==> src/rtl/jk_ctrl_pkg.sv <==
// ============================================================================
// jk_ctrl_pkg: {j,k} command encodings shared by the jkff command stage
// rev 1.0
// ============================================================================
`default_nettype none

package jk_ctrl_pkg;

   typedef enum logic [1:0] {
      JK_HOLD = 2'b00,
      JK_CLR  = 2'b01,
      JK_SET  = 2'b10,
      JK_TGL  = 2'b11
   } jk_cmd_e;

   localparam int CMD_CNT_W = 8;

endpackage : jk_ctrl_pkg

`default_nettype wire

==> src/rtl/btn_debounce.sv <==
// ============================================================================
// btn_debounce: 2-flop synchronizer, stability counter and press strobe
// rev 1.0
// ============================================================================
`default_nettype none

module btn_debounce #(
   parameter int DEBOUNCE_CYCLES = 4,
   parameter int CNT_W           = $clog2(DEBOUNCE_CYCLES + 1)
) (
   input  logic clk,
   input  logic rst_n,
   input  logic raw,
   output logic press
);

   localparam logic [CNT_W-1:0] CNT_LAST = CNT_W'(DEBOUNCE_CYCLES - 1);

   logic             sync1_q, sync1_d;
   logic             sync2_q, sync2_d;
   logic             deb_q, deb_d;
   logic             deb_dly_q, deb_dly_d;
   logic [CNT_W-1:0] cnt_q, cnt_d;
   logic             press_q, press_d;

   always_comb begin
      sync1_d   = raw;
      sync2_d   = sync1_q;
      deb_d     = deb_q;
      cnt_d     = '0;
      deb_dly_d = deb_q;
      // the counter only runs while the synced level disagrees; any agreement restarts it
      if (sync2_q != deb_q) begin
         if (cnt_q == CNT_LAST) begin
            deb_d = sync2_q;
         end else begin
            cnt_d = cnt_q + 1'b1;
         end
      end
      press_d = deb_q & ~deb_dly_q;
   end

   always_ff @(posedge clk or negedge rst_n) begin
      if (!rst_n) begin
         sync1_q   <= 1'b0;
         sync2_q   <= 1'b0;
         deb_q     <= 1'b0;
         deb_dly_q <= 1'b0;
         cnt_q     <= '0;
         press_q   <= 1'b0;
      end else begin
         sync1_q   <= sync1_d;
         sync2_q   <= sync2_d;
         deb_q     <= deb_d;
         deb_dly_q <= deb_dly_d;
         cnt_q     <= cnt_d;
         press_q   <= press_d;
      end
   end

   assign press = press_q;

endmodule : btn_debounce

`default_nettype wire

==> src/rtl/jk_button_ctrl.sv <==
// ============================================================================
// jk_button_ctrl: debounced set/clear/toggle buttons to one-cycle jkff commands
// rev 1.0
// ============================================================================
`default_nettype none

module jk_button_ctrl
   import jk_ctrl_pkg::*;
#(
   parameter int DEBOUNCE_CYCLES = 4,
   parameter int CNT_W           = $clog2(DEBOUNCE_CYCLES + 1)
) (
   input  logic                 clk,
   input  logic                 rst_n,
   input  logic                 btn_set,
   input  logic                 btn_clr,
   input  logic                 btn_tgl,
   output logic                 j,
   output logic                 k,
   output logic                 conflict,
   output logic [CMD_CNT_W-1:0] cmd_count
);

   logic press_set, press_clr, press_tgl;

   btn_debounce #(.DEBOUNCE_CYCLES(DEBOUNCE_CYCLES), .CNT_W(CNT_W)) u_db_set (
      .clk   (clk),
      .rst_n (rst_n),
      .raw   (btn_set),
      .press (press_set)
   );

   btn_debounce #(.DEBOUNCE_CYCLES(DEBOUNCE_CYCLES), .CNT_W(CNT_W)) u_db_clr (
      .clk   (clk),
      .rst_n (rst_n),
      .raw   (btn_clr),
      .press (press_clr)
   );

   btn_debounce #(.DEBOUNCE_CYCLES(DEBOUNCE_CYCLES), .CNT_W(CNT_W)) u_db_tgl (
      .clk   (clk),
      .rst_n (rst_n),
      .raw   (btn_tgl),
      .press (press_tgl)
   );

   jk_cmd_e              cmd_q, cmd_d;
   logic                 conflict_q, conflict_d;
   logic [CMD_CNT_W-1:0] cmd_count_q, cmd_count_d;

   always_comb begin
      cmd_d       = JK_HOLD;
      conflict_d  = 1'b0;
      cmd_count_d = cmd_count_q;
      // toggle dominates; set+clr alone is ambiguous and is flagged instead of issued
      if (press_tgl) begin
         cmd_d = JK_TGL;
      end else if (press_set && press_clr) begin
         conflict_d = 1'b1;
      end else if (press_set) begin
         cmd_d = JK_SET;
      end else if (press_clr) begin
         cmd_d = JK_CLR;
      end
      if (cmd_d != JK_HOLD) begin
         cmd_count_d = cmd_count_q + 1'b1;
      end
   end

   always_ff @(posedge clk or negedge rst_n) begin
      if (!rst_n) begin
         cmd_q       <= JK_HOLD;
         conflict_q  <= 1'b0;
         cmd_count_q <= '0;
      end else begin
         cmd_q       <= cmd_d;
         conflict_q  <= conflict_d;
         cmd_count_q <= cmd_count_d;
      end
   end

   assign j         = cmd_q[1];
   assign k         = cmd_q[0];
   assign conflict  = conflict_q;
   assign cmd_count = cmd_count_q;

endmodule : jk_button_ctrl

`default_nettype wire

==> config.mk <==
export PLATFORM = sky130hd
export DESIGN_NAME = jk_button_ctrl
export DESIGN_NICKNAME = d
export VERILOG_FILES = /design/src/rtl/jk_ctrl_pkg.sv /design/src/rtl/btn_debounce.sv /design/src/rtl/jk_button_ctrl.sv
export SDC_FILE = /design/constraint.sdc
export NUM_CORES = 1
export LEC_CHECK = 0
export ABC_AREA = 1
export BUFFER_PORTS_ARGS = -buffer_cell sky130_fd_sc_hd__buf_4
export CORE_UTILIZATION = 55
export DETAILED_ROUTE_END_ITERATION = 8
export PLACE_DENSITY_LB_ADDON = 0.2
export SLEW_MARGIN = 20
export SYNTH_ARGS = -nofsm -noshare
export SYNTH_HDL_FRONTEND = slang
export SYNTH_SLANG_ARGS = --single-unit
==> constraint.sdc <==
create_clock -name clk -period 1.4 [get_ports clk]
set_input_delay 0.14 -clock clk [delete_from_list [all_inputs] [get_ports clk]]
set_output_delay 0.14 -clock clk [all_outputs]
set_load 0.1 [all_outputs]
# After elaboration in Yosys (flattened, before gate mapping)
# Cells that the tools add are included.
[word_totals]
latchBits = 0
romBits = 0
in_bits = 5
out_inout_bits = 11
n_memories = 0
ff_bits = 35
ram_bits = 0
word_cells = 54
[op_classes]
div_mod_pow = 0
n_mul = 0
shifts = 0
addsub = 4
eq_ne = 6
order_cmp = 0
muxes = 12
n_reduce_logical = 5
n_bitwise = 6
[ops]
columns = ["op", "count"]
rows = [
  ["$mux W3", 6],
  ["$add A3 B1 Y3 const B", 3],
  ["$eq A3 B2 Y1 const B", 3],
  ["$add A8 B1 Y8 const B", 1],
  ["$mux W2", 3],
  ["$reduce_and A2 Y1", 3],
  ["$and A1 B1 Y1", 3],
  ["$mux W1", 3],
  ["$ne A1 B1 Y1", 3],
  ["$not A1 Y1", 3],
  ["$reduce_bool A2 Y1", 1],
  ["$logic_and A1 B1 Y1", 1],
]

# Depth between registers and ports, before layout
# Gate-level depths: netlist (run 1).
[logic_depth]
word_depth = 5
depth_mapped = 8
ltp_nobuf = 7

# Hierarchy
# Synthesis (run 1) repeated with hierarchy kept, for this count alone.
[unflattened]
hier_cells = 151
hier_area_um2 = 1433.9
[by_module_without_submodules]
columns = ["module", "instances", "area_each_um2", "seq_area_each_um2", "cells_per_inst"]
rows = [
  ["btn_debounce", 3, 292.8, 200.2, 28],
  ["jk_button_ctrl", 1, 555.5, 275.3, 67],
]

# Worst setup path before layout (run 1)
# No wires, ideal clock.
[synth_path]
path_kind = "flip-flop to flip-flop"
from = "register cmd_count_q[0], in the netlist cmd_count[0]"
to = "register cmd_count_q[6], in the netlist cmd_count[6]"
path_buffers = 0
required_time_ns = 1.286
stages_incl_launch_ff = 7
slack_ns = -0.440
setup_ns = 0.114
period_less_slack_ns = 1.840
arrival_time_ns = 1.726
path_cell_list = "dfrtp_1 ha_1 nand3_1 nor2_1 nand3_1 nand2_1 inv_1"
[synth_via]
elab_chain_cells = 1
[synth_rtl]
columns = ["element", "line_no", "rtl"]
rows = [
  ["from (decl)", "jk_button_ctrl.sv:49", "logic [CMD_CNT_W-1:0] cmd_count_q, cmd_count_d;"],
  ["from (signal assigned)", "jk_button_ctrl.sv:78", "cmd_count_q <= cmd_count_d;"],
  ["$add A8 B1 Y8", "jk_button_ctrl.sv:66", "cmd_count_d = cmd_count_q + 1'b1;"],
]
# No other way between the ends.
# A chain may end at the register's enable or synchronous reset.

# Final worst setup path (run 1)
[layout_path]
from = "register cmd_count_q[0], in the netlist cmd_count[0]"
to = "output port cmd_count[0]"
[layout_rtl]
columns = ["element", "line_no", "rtl"]
rows = [
  ["to (decl)", "jk_button_ctrl.sv:21", "output logic [CMD_CNT_W-1:0] cmd_count"],
]
# No word-level cell between the ends.

==> impl_summary.txt, run 1 <==
----------------------------------------------------
[Final layout]
  Growth of design area from synthesis to finish ... 17.9%
  NumNets Final ... ~160
  Final instance area ... between 1500 and 2000 um2
  Layout cell share with drive strength beyond 1 ... 0.183
  Total inserted antenna cells ... 0
  Fill cell count ... ~190

[Yosys]
  Synth cell count leaders ... dfrtp_1, nand2_1, inv_1
  Synth Cell Area ... approximately 1300 um2
  Share of the yosys chip area belonging to registers ... 0.657
  Synth Instances ... 127
  Net count after synthesis ... 136
  Count of cell types in the netlist ... 14
  Dominant synthesized flop cell ... dfrtp_1
  Main area contributors after synthesis ... dfrtp_1, nand2_1, inv_1
  Yosys reg bits ... 35
  Dominant cell by count in the synthesized netlist ... dfrtp_1
  Number of synthesized flops with an enable pin ... 0
  Post-synthesis average cell area ... around 10 um2
  Share of the synthesized area in the top cell type ... 0.657
  Cell taking the most area after synthesis ... dfrtp_1
  Synthesis Warnings ... 0
  Share of synthesized flip-flops with an asynchronous set or reset ... 1.00

[Drt]
  Wire length after detailed routing ... between 1500 and 2000 um
  Detail-routed net length per standard cell ... between 10 and 15 um
  Number of design rule violations left after detail routing ... 0
  Number of search-and-repair iterations in the first detailed-routing pass ... 4
  Routed vias ... slightly below 900
  Number of nets still failing antenna checks after routing ... 0
  Routed vias/inst ... around 4.8
  Initial DRC count ... 6

[Flow run]
  Number of violations of the max-capacitance limit ... 0

[Clocking]
  Number of buffers between clock root and the deepest sink ... 2
  Clock tree from TritonCTS ... yes
  Number of buffers inserted for hold repair after clock tree synthesis ... 4
  Maximum level of the CTS H-tree ... 2
  Clock root buffer ... clkbuf_4
  Sinks on Clock Net ... 35
  Buffer count from post-CTS setup fixing ... 0
  Count of instances resized after the clock tree is built ... 0
  Worst-Skew Late Latency ... between 300 and 400 ps
  Clock Pin Slew Worst Setup and Hold Paths ... about 100 ps
  Total clock buffers created by CTS ... 5

[Timing]
  Fin. Hold Viols ... 0
  Max-slew violation count ... 0
  Post-Route Skew ... 12.1 ps
  Worst relative slew slack ... 0.721
  Unrepaired setup endpoints after global routing ... no
  Setup_tns ... 0 ps
  Upper clock frequency limit ... roughly 810 MHz
  Final number of setup-violating endpoints ... 0
  Transition at the pin with the smallest max-transition slack ... about 420 ps
  Fin crit share ... 0.883
  Final critical delay including setup and external delays ... around 1200 ps

[Hold path]
  Hold crit path type ... in2async

[GRT]
  Top Usage Layer GRT ... met2
  Wire length of the first global-routing pass ... 3620 um
  Global Route met2 Usage ... 0.333
  Routing usage on met3 ... 0.0893
  Number of antenna violations at the first check in global routing ... 0
  Vias in the first global route ... roughly 880
  Overall global routing resource usage ... 0.205
  Met1 global-route usage ... 0.220
  Total global routing overflow ... 0
  Largest net degree at the start of global routing ... 36

[Floorplan]
  Die Span Y ... between 50 and 60 um
  # IOs ... 16
  Core footprint ... roughly 2300 um2
  Full die area ... between 2000 and 3000 um2
  Width of the die ... a little over 50 um
  Standard-cell row count ... 17
  Initial cell density of the core ... 0.591

[Worst setup path]
  CP Data Arrival Time ... between 1000 and 1500 ps
  Path type of the worst setup path ... reg2out
  Standard cell with the maximum stage delay on the critical path ... dfrtp_4
  Critical path buffer and inverter count ... 1
  Worst-case reg-to-reg path depth ... 7
  Highest net fanout along the worst path ... 5
  Critical Path Start Type ... flip-flop
  CP Cell Sequence ... buf_4
  Endpoint type of the worst setup path ... output port
  Delay of the slowest cell on the worst path ... 520 ps
  Internal reg-to-reg setup slack ... 210 ps
  Endpoint of the lowest-slack register-to-register path ... cmd_count[6]
  Crit-path leading delay family ... flip-flops
  Worst reg2reg path startpoint ... cmd_count[0]
  Critical Path RT ... approximately 1300 ps

[Placement]
  Port Buf Inserts ... 15
  Post-Place Cell Area ... 1480 um2
  Routability Congestion ... between 0.7 and 0.8
  Post-DP HPWL ... approximately 1400 um

[Run status]
  Status ... finished, final reports clean

----------------------------------------------------
-- metal layers --
layer / vias up / wire length, um
met5: - / 0
met4: 0 / 26
met3: 2 / 84
met2: 16 / 1010
met1: 414 / 858
li1: 437 / -
-- cell families after synthesis --
logic type,after synthesis,synth area share
buffers and inverters,19,0.0592
DFF,35,0.657
xor gates and xnor gates,7,0.0460
adders and majority gates,4,0.0376
and+or+nand+nor,58,0.185
AOI/OAI and AO/OA,4,0.0150
-- layout by cell type, fill, tap and decap left out --
master,netlist,routed
clkbuf_1,0,3
xor2_1,3,3
nand3_1,5,5
dfrtp_4,0,2
inv_1,18,18
dlygate4sd3_1,0,4
ha_1,4,4
a21oi_1,3,3
nand3_2,1,1
nand2_1,32,32
dfrtp_1,35,28
nor3b_1,3,3
buf_4,0,15
nor3_1,4,4
dfrtp_2,0,5
xnor2_1,4,4
clkbuf_4,0,5
o21ai_1,1,1
nor2_1,13,13
-- per-stage QoR --
stage	hold WS (ps)	util	std cells	setup WS (ps)
final	273	0.697	181	163
after detailed placement	106	0.658	169	216
after CTS	272	0.697	181	146
after global routing	313	0.697	181	106
after global placement	103	0.658	169	235
after floorplan	-156	-	127	26.4
-- state kept, by name, indices dropped and copies added, names as in the netlist, 2 cells and up --
signal and count:
u_db_clr.cnt_q 3, u_db_tgl.cnt_q 3, cmd_count 8, cmd_q 2, u_db_set.cnt_q 3
-- area by class of cell --
| cell class | count | area [um2] | area share |
|---|---|---|---|
| Timing Repair Buffer | 19 | 153 | 0.0971 |
| Clock buffer | 8 | 48.8 | 0.0311 |
| Tap cell | 28 | 35.0 | 0.0223 |
| Multi-Input combinational cell | 73 | 378 | 0.240 |
| Sequential cell | 35 | 890 | 0.566 |
| Inverter | 18 | 67.6 | 0.0430 |
-- worst max path at each step --
stage / startpoint / end / slack (ps) / cells past startpoint
finish: cmd_count[0] / cmd_count[0] / 160 / 1
floorplan: cmd_count[0] / cmd_count[6] / 30 / 6
global route: cmd_count[0] / cmd_count[6] / 110 / 7
CTS: cmd_count[0] / cmd_count[0] / 150 / 1
global placement: cmd_count[0] / cmd_count[6] / 240 / 7
detailed placement: cmd_count[0] / cmd_count[6] / 220 / 7
Power of run 1 is left out: the tool's default activity adds up to more than one toggle a clock period on the data nets, which glitch-free logic cannot reach.
==> run 2: changes to the inputs <==
--- a/config.mk
+++ b/config.mk
@@ -8,6 +8,7 @@
 export ABC_AREA = 1
 export BUFFER_PORTS_ARGS = -buffer_cell sky130_fd_sc_hd__buf_4
 export CORE_UTILIZATION = 55
+export CTS_BUF_LIST = sky130_fd_sc_hd__clkbuf_4
 export DETAILED_ROUTE_END_ITERATION = 8
 export PLACE_DENSITY_LB_ADDON = 0.2
 export SLEW_MARGIN = 20
==> run 2 against run 1 <==
Effect of this change:
- sequential share of layout area fell by 0.40 points
- first-iteration DRC count is 33% higher
- global-route usage fell by 0.065 points
- non-clock buffer count unchanged
- register-to-register slack barely moved
- worst setup slack worse by 10 ps
- routed wire length shrank 1.4%
- count of clock-buffer cells in the layout stayed put
- fmax shrank 0.81%
- utilization up 0.50 points
- clock skew down 3.9 ps
- critical path type unchanged
- critical endpoint unchanged
- largest cell class unchanged
==> impl_summary.txt, run 2 (synthesis results as in run 1) <==
----------------------------------------------------
[Timing]
  Transition at the pin with the smallest max-transition slack ... 417 ps (-0.769 ps)
  Fin. Hold Viols ... 0 (unchanged)
  Upper clock frequency limit ... 802 MHz (-0.81%)
  Final number of setup-violating endpoints ... 0 (unchanged)
  Post-Route Skew ... 8.25 ps (-3.87 ps)
  Unrepaired setup endpoints after global routing ... no
  Fin crit share ... 0.890 (+0.00719)
  Final critical delay including setup and external delays ... 1250 ps (+10.1 ps)
  Worst relative slew slack ... 0.722 (about the same)
  Max-slew violation count ... 0 (unchanged)
  Setup_tns ... 0 ps (unchanged)

[Worst setup path]
  CP Cell Sequence ... buf_4
  Critical Path RT ... 1260 ps (about the same)
  CP Data Arrival Time ... 1110 ps (about the same)
  Standard cell with the maximum stage delay on the critical path ... dfrtp_4
  Crit-path leading delay family ... flip-flops
  Highest net fanout along the worst path ... 5 (unchanged)
  Delay of the slowest cell on the worst path ... 520 ps (about the same)
  Path type of the worst setup path ... reg2out
  Endpoint type of the worst setup path ... output port
  Critical path buffer and inverter count ... 1 (unchanged)
  Critical Path Start Type ... flip-flop

[GRT]
  Largest net degree at the start of global routing ... 36 (unchanged)
  Top Usage Layer GRT ... met2
  Number of antenna violations at the first check in global routing ... 0 (unchanged)
  Wire length of the first global-routing pass ... 3610 um (-0.19%)
  Global Route met2 Usage ... 0.338 (+0.00439)
  Vias in the first global route ... 894 (+1.2%)
  Overall global routing resource usage ... 0.204 (-0.000646)
  Total global routing overflow ... 0 (unchanged)
  Met1 global-route usage ... 0.214 (-0.00611)
  Routing usage on met3 ... 0.0893 (unchanged)

[Hold path]
  Hold crit path type ... in2async

[Drt]
  Number of design rule violations left after detail routing ... 0 (unchanged)
  Wire length after detailed routing ... 1950 um (-1.4%)
  Number of search-and-repair iterations in the first detailed-routing pass ... 4 (unchanged)
  Detail-routed net length per standard cell ... 10.8 um (-1.4%)
  Number of nets still failing antenna checks after routing ... 0 (unchanged)
  Routed vias ... 867 (-0.23%)
  Routed vias/inst ... 4.79 (-0.23%)
  Initial DRC count ... 8 (+2)

[Floorplan]
  Initial cell density of the core ... 0.591 (unchanged)
  # IOs ... 16 (unchanged)
  Core footprint ... 2250 um2 (unchanged)
  Width of the die ... 51.2 um (unchanged)
  Full die area ... 2620 um2 (unchanged)
  Die Span Y ... 51.2 um (unchanged)
  Standard-cell row count ... 17 (unchanged)

[Clocking]
  Count of instances resized after the clock tree is built ... 0 (unchanged)
  Buffer count from post-CTS setup fixing ... 0 (unchanged)
  Clock tree from TritonCTS ... yes
  Maximum level of the CTS H-tree ... 2 (unchanged)
  Number of buffers between clock root and the deepest sink ... 2 (unchanged)
  Number of buffers inserted for hold repair after clock tree synthesis ... 4 (unchanged)
  Clock root buffer ... clkbuf_4
  Worst-Skew Late Latency ... 340 ps (about the same)
  Clock Pin Slew Worst Setup and Hold Paths ... 100 ps (about the same)
  Total clock buffers created by CTS ... 5 (unchanged)
  Sinks on Clock Net ... 35 (unchanged)

[Run status]
  Status ... finished, final reports clean

[Final layout]
  Growth of design area from synthesis to finish ... 18.8%
  Total inserted antenna cells ... 0 (unchanged)
  Number of flip-flops under the largest register name ... 8 (unchanged)
  Most frequent standard cell in the layout excluding fill and tap cells ... nand2_1
  Util after Layout ... 0.702 (+0.00499)
  NumNets Final ... 161 (unchanged)
  Commonest cells after routing, fill and taps aside ... nand2_1, dfrtp_1, inv_1, buf_4, nor2_1
  Layout cell share with drive strength beyond 1 ... 0.203 (+0.0196)

[Flow run]
  Number of violations of the max-capacitance limit ... 0 (unchanged)

[Placement]
  Routability Congestion ... 0.769 (unchanged)
  Port Buf Inserts ... 15 (unchanged)
  Post-DP HPWL ... 1360 um (unchanged)

----------------------------------------------------
run 2: cell types whose count changed in the layout (fill, tap and decap cells not counted):
cell and delta:
clkbuf_4 +3, clkbuf_1 -3
run 2: layout make-up:
type	count	area, um2
Multi-Input combinational cell	73	378
Inverter	18	67.6
Clock buffer	8	60.1
Fill cell	186	672
Sequential cell	35	890
Timing Repair Buffer	19	153
Tap cell	28	35.0
run 2: per-stage QoR:
stage / area [um2] / hold slack [ps] / std cells / worst slack, ps
after global routing: 1580 / 313 / 181 / 106
after global placement: 1480 / 103 / 169 / 235
final: 1580 / 263 / 181 / 153
after floorplan: 1350 / -156 / 127 / 26.4
after CTS: 1580 / 270 / 181 / 144
after detailed placement: 1480 / 106 / 169 / 216
run 2: path summary, 6_finish.rpt:
kind / from / endpoint / slack [ps] / cells past startpoint
min in group clk: u_db_set.sync1_q / u_db_set.sync2_q / 360 / 0
worst max register to register: cmd_count[0] / cmd_count[6] / 200 / 7
worst min register to register: u_db_set.sync1_q / u_db_set.sync2_q / 360 / 0
max in group asynchronous: rst_n / cmd_count[1] / 810 / 2
worst min-delay path: rst_n / cmd_q[1] / 260 / 2
worst max-delay path: cmd_count[0] / cmd_count[0] / 150 / 1
run 2: metal layers:
metal / routed length [um] / up-vias / share of wire
li1: - / 434 / -
met1: 849 / 412 / 0.43
met2: 957 / 16 / 0.49
met3: 89 / 5 / 0.046
met4: 57 / 0 / 0.029
met5: 0 / - / 0
Power of run 2 is left out for the same reason.
